[src/rtl/pipe_stage_reg.sv]
// rtl/pipe_stage_reg.sv - pipeline stage register with skid buffer, flush and optional stats (PIPE_STAGE_STATS_EN)
module pipe_stage_reg #(
  parameter int CTRL_W     = 8,
  parameter int DATA_W     = 128,
  parameter bit CLEAR_DATA = 1'b1,
  parameter int STAT_W     = 16
) (
  input  logic              clk,
  input  logic              rst_n,
  input  logic              flush,
  input  logic              in_valid,
  output logic              in_ready,
  input  logic [CTRL_W-1:0] in_ctrl,
  input  logic [DATA_W-1:0] in_data,
  output logic              out_valid,
  input  logic              out_ready,
  output logic [CTRL_W-1:0] out_ctrl,
  output logic [DATA_W-1:0] out_data,
  output logic [STAT_W-1:0] stall_cnt,
  output logic [STAT_W-1:0] flush_cnt
);

  typedef enum logic [1:0] {
    EMPTY = 2'd0,
    ONE   = 2'd1,
    FULL  = 2'd2
  } state_t;

  state_t            state;
  logic [CTRL_W-1:0] main_ctrl;
  logic [DATA_W-1:0] main_data;
  logic [CTRL_W-1:0] skid_ctrl;
  logic [DATA_W-1:0] skid_data;
  logic              accept;
  logic              deliver;

  // Handshake flags decode straight from the state register, so neither
  // in_ready nor out_valid sees any combinational input path.
  assign out_valid = (state != EMPTY);
  assign in_ready  = (state != FULL);
  assign out_ctrl  = main_ctrl;
  assign out_data  = main_data;

  // A beat offered during flush is dropped, so it never counts as accepted.
  assign accept  = in_valid && in_ready && !flush;
  assign deliver = out_valid && out_ready;

  // Occupancy FSM: main feeds the outputs, skid catches the beat accepted while stalled.
  always_ff @(posedge clk or negedge rst_n) begin
    if (!rst_n) begin
      state     <= EMPTY;
      main_ctrl <= '0;
      main_data <= '0;
      skid_ctrl <= '0;
      skid_data <= '0;
    end else if (flush) begin
      state     <= EMPTY;
      main_ctrl <= '0;
      skid_ctrl <= '0;
      if (CLEAR_DATA) begin
        main_data <= '0;
        skid_data <= '0;
      end
    end else begin
      case (state)
        EMPTY: begin
          if (accept) begin
            state     <= ONE;
            main_ctrl <= in_ctrl;
            main_data <= in_data;
          end
        end
        ONE: begin
          if (accept && deliver) begin
            main_ctrl <= in_ctrl;
            main_data <= in_data;
          end else if (accept) begin
            state     <= FULL;
            skid_ctrl <= in_ctrl;
            skid_data <= in_data;
          end else if (deliver) begin
            // Bubble: control goes to zero, data is left as it was.
            state     <= EMPTY;
            main_ctrl <= '0;
          end
        end
        FULL: begin
          if (deliver) begin
            state     <= ONE;
            main_ctrl <= skid_ctrl;
            main_data <= skid_data;
          end
        end
        default: begin
          state     <= EMPTY;
          main_ctrl <= '0;
        end
      endcase
    end
  end

`ifdef PIPE_STAGE_STATS_EN
  localparam logic [STAT_W-1:0] STAT_INC = {{(STAT_W-1){1'b0}}, 1'b1};

  logic [STAT_W-1:0] stall_q;
  logic [STAT_W-1:0] flush_q;

  // Saturating event counters: stalled-output cycles and flush cycles.
  always_ff @(posedge clk or negedge rst_n) begin
    if (!rst_n) begin
      stall_q <= '0;
      flush_q <= '0;
    end else begin
      if (out_valid && !out_ready && !(&stall_q))
        stall_q <= stall_q + STAT_INC;
      if (flush && !(&flush_q))
        flush_q <= flush_q + STAT_INC;
    end
  end

  assign stall_cnt = stall_q;
  assign flush_cnt = flush_q;
`else
  assign stall_cnt = '0;
  assign flush_cnt = '0;
`endif

endmodule

[config.mk]
export PLATFORM = sky130hd
export DESIGN_NAME = pipe_stage_reg
export DESIGN_NICKNAME = d
export VERILOG_FILES = /design/src/rtl/pipe_stage_reg.sv
export SDC_FILE = /design/constraint.sdc
export NUM_CORES = 1
export LEC_CHECK = 0
export BUFFER_PORTS_ARGS = -buffer_cell sky130_fd_sc_hd__buf_2
export CAP_MARGIN = 5
export CORE_ASPECT_RATIO = 1.2
export CORE_MARGIN = 2
export CORE_UTILIZATION = 40
export DETAILED_ROUTE_END_ITERATION = 8
export RECOVER_POWER = 50
export SETUP_SLACK_MARGIN = 0.02
export SYNTH_ARGS = -nofsm -noshare
export SYNTH_HDL_FRONTEND = slang
export SYNTH_SLANG_ARGS = --single-unit
export TNS_END_PERCENT = 100
[constraint.sdc]
create_clock -name clk -period 6 [get_ports clk]
set_input_delay 0.3 -clock clk [delete_from_list [all_inputs] [get_ports clk]]
set_output_delay 0.3 -clock clk [all_outputs]
set_load 0.02 [all_outputs]
==> impl_results.md <==
- Relative slew slack: -120.3%
- Insertion delay to the later sink of the worst-skew pair: 0.55 ns
- CTS tree: done
- Cts bufs inserted: 29
- Initial DRC count: 486
- Cells after Synth: 987
- Vias: 9,665
- Period minus WS final: 3.999 ns
- Synth Warn #: 0
- Clock slew at reported path FFs: 0.06 ns
- Vias in the first global route: 10,330
- Outcome: finished, violations left
- Clock sinks: 274
- Cell Area, Synth: 0.01313 sq mm
- Remaining antenna violation count after routing: 0
- RePlAce Congestion: 0.7421
- Fin nets: 1,479
- Layout area overhead: 23.62%
- Routed WL: 35,870 microns
- Mean Syn Cell Area: 13.30 sq um
- Startpoint Class: input pin
- Post-synthesis register bit count: 274
- Vias per cell: 5.479
- Total GRT Usage: 20.79%
- Initial antenna violation count: 3
- Max VDD drop: 0.0002058 V
- # fillers: 2,939
- Cell leakage power: 6.940 nW
- Failing checks: capacitance limit, slew limit
- Die area: 0.03430 sq mm
- CTS root buf: clkbuf_16
- Num ports: 311
- Die span in x: 169.4 microns
- Setup TNS: 0 ns
- Total power: 6.787 mW
- Clk_skew: 0.009215 ns
- DRT Pass-1 Iters: 5
- Synth cell types: 34
- IO Port Bufs: 278
- Worst slew pin tran: 3.304 ns
- # setup viols final: 0
- # rows: 72
- Largest net degree at the start of global routing: 132
- Fin. max-slew vios: 132
- Post-CTS setup buffers: 0
- Crit. End Element: asynchronous set/reset pin
- Path type of the worst min-delay path: in -> reg
- Post-synthesis sequential area ratio: 52.22%
- Post-route cell area: 0.01623 sq mm
- CTS resizes: 0
- Layout cells sized above 1: 24.67%
- Power Density: 418.1 mW/mm^2
- Htree depth: 1
- Worst Path Required: 5.91 ns
- Worst Path Arrival: 3.91 ns
- Wire length of the first global-routing pass: 57,370 microns
- Starting Density: 40.72%
- R2R Setup Slk: 2.49 ns
- DP Wirelength: 20,210 microns
- Routed WL per cell: 20.34 microns
- DP Area: 0.01418 sq mm
- RSZ-0062 raised after global routing: no
- Max cap viols: 1
- Overflow after GRT: 0
- Clock tree buffer depth: 3
- # DRC: 0
- Worst-path fanout max: 131
- Period utilization: 66.65%
- F_max: 250.1 MHz
- Core Area: 0.03225 sq mm
- Die H: 202.5 microns
- Crit Path Class: in -> async
- Final Hold Fails: 0
[cells in the mapped netlist (all sizes together)]
cell | count | area (sq um)
dfrtp | 274 | 6857
a22o | 152 | 1331
a211oi | 128 | 1562
mux2i | 128 | 1281
nor3 | 128 | 640.6
buf | 123 | 1114
clkbuf | 14 | 52.55
inv | 7 | 26.27
ha | 4 | 50.05
nor2 | 4 | 15.01
a21oi | 3 | 15.01
nand2b | 3 | 18.77
nor2b | 2 | 12.51
o21ai | 2 | 10.01
a2111oi | 1 | 27.53
a21o | 1 | 7.510
a22oi | 1 | 7.510
a31o | 1 | 8.760
a31oi | 1 | 6.260
and2 | 1 | 6.260
and4bb | 1 | 12.51
conb | 1 | 3.750
mux2 | 1 | 11.26
nand3 | 1 | 5.000
nand3b | 1 | 7.510
nor4b | 1 | 15.01
o221a | 1 | 11.26
or2 | 1 | 8.760
or2b | 1 | 7.510
[area by class of cell]
| class | count | area, sq um | area share, % |
|---|---|---|---|
| clock inverter | 9 | 97.59 | 0.6012 |
| tap | 407 | 509.2 | 3.137 |
| multi-input combinational | 600 | 5240 | 32.28 |
| antenna | 3 | 7.507 | 0.04625 |
| sequential | 274 | 6857 | 42.24 |
| clock buffer | 42 | 844.6 | 5.203 |
| timing repair buffer | 422 | 2651 | 16.33 |
| inverter | 7 | 26.28 | 0.1619 |
[per-stage QoR]
stage          utilization (%)  instances  hold slack (ns)  setup slack (ns)
2_1_floorplan                -       1018         0.004409             4.054
3_3_place_gp             43.96       1581           0.3539             2.544
3_5_place_dp             43.96       1581           0.3518             2.491
4_1_cts                  50.88       1761         0.001316             2.468
5_1_grt                  50.32       1762         0.008332             1.223
6_report                 50.33       1764          0.01590             2.001
[flip-flops by register name, indices dropped and copies added (netlist names)]
register,flops
out_ctrl,8
out_data,128
skid_ctrl,8
skid_data,128
state,2
[where the power goes]
part | internal, mW | total, mW | switching [mW]
Sequential | 2.25 | 2.51 | 0.261
Clock | 1.05 | 1.80 | 0.747
Combinational | 0.856 | 2.47 | 1.62
Total | 4.16 | 6.79 | 2.63
[cell usage in the layout, fill, tap and decap left out, types with 2 or more instances in the layout]
cell type	Yosys	layout
a211oi_1	8	8
a211oi_2	120	120
a21oi_1	3	2
a22o_1	152	152
buf_2	46	140
buf_4	47	13
bufinv_16	0	2
clkbuf_1	14	142
clkbuf_16	0	29
clkbuf_8	0	7
clkinv_2	0	6
conb_1	1	32
dfrtp_1	274	274
diode_2	0	3
dlygate4sd3_1	0	129
ha_1	4	3
inv_1	6	6
mux2i_1	128	128
nand2b_1	3	3
nor2_1	4	4
nor2b_1	2	2
nor3_1	128	128
o21ai_0	2	2
[what timing repair did]
action | 4_1_cts | 5_1_grt
endpoints found under the setup margin | 0 | 0
endpoints found under the hold margin | 212 | 0
hold buffers | 129 | 0
[per-layer routing]
layer	GRT usage, %	routed length [microns]	vias up
li1	-	-	4380
met1	27.66	15770	4970
met2	35.25	17510	266
met3	3.294	1726	49
met4	5.861	864	0
met5	0	0	-
[worst max-delay path, cell delays in order]
cell           delay (ns)
dlygate4sd3_1        0.56
buf_8                0.49
clkbuf_2             2.41
[final timing paths]
| check | to | start | depth (start not counted) |
|---|---|---|---|
| worst max-delay path | skid_data[50]$_DFFE_PN0P_ | rst_n | 3 |
| worst min-delay path | skid_data[119]$_DFFE_PN0P_ | in_data[119] | 2 |
| worst max register to register | out_data[20]$_DFFE_PN0P_ | state[0]$_DFFE_PN0P_ | 7 |
| worst min register to register | skid_data[88]$_DFFE_PN0P_ | skid_data[88]$_DFFE_PN0P_ | 1 |
| max in group clk | out_data[20]$_DFFE_PN0P_ | state[0]$_DFFE_PN0P_ | 7 |
| min in group asynchronous | out_data[112]$_DFFE_PN0P_ | rst_n | 2 |
[kinds of logic after synthesis]
kind of cell | Yosys count | synth area share, %
AO/OA/AOI/OAI | 291 | 22.74
adder cells (fa/ha/maj) | 4 | 0.3811
buffers and inverters | 144 | 9.080
flip-flops | 274 | 52.22
multiplexers | 129 | 9.843
other | 1 | 0.02856
AND/OR/NAND/NOR | 144 | 5.707
(Power assumes the default switching activity.)
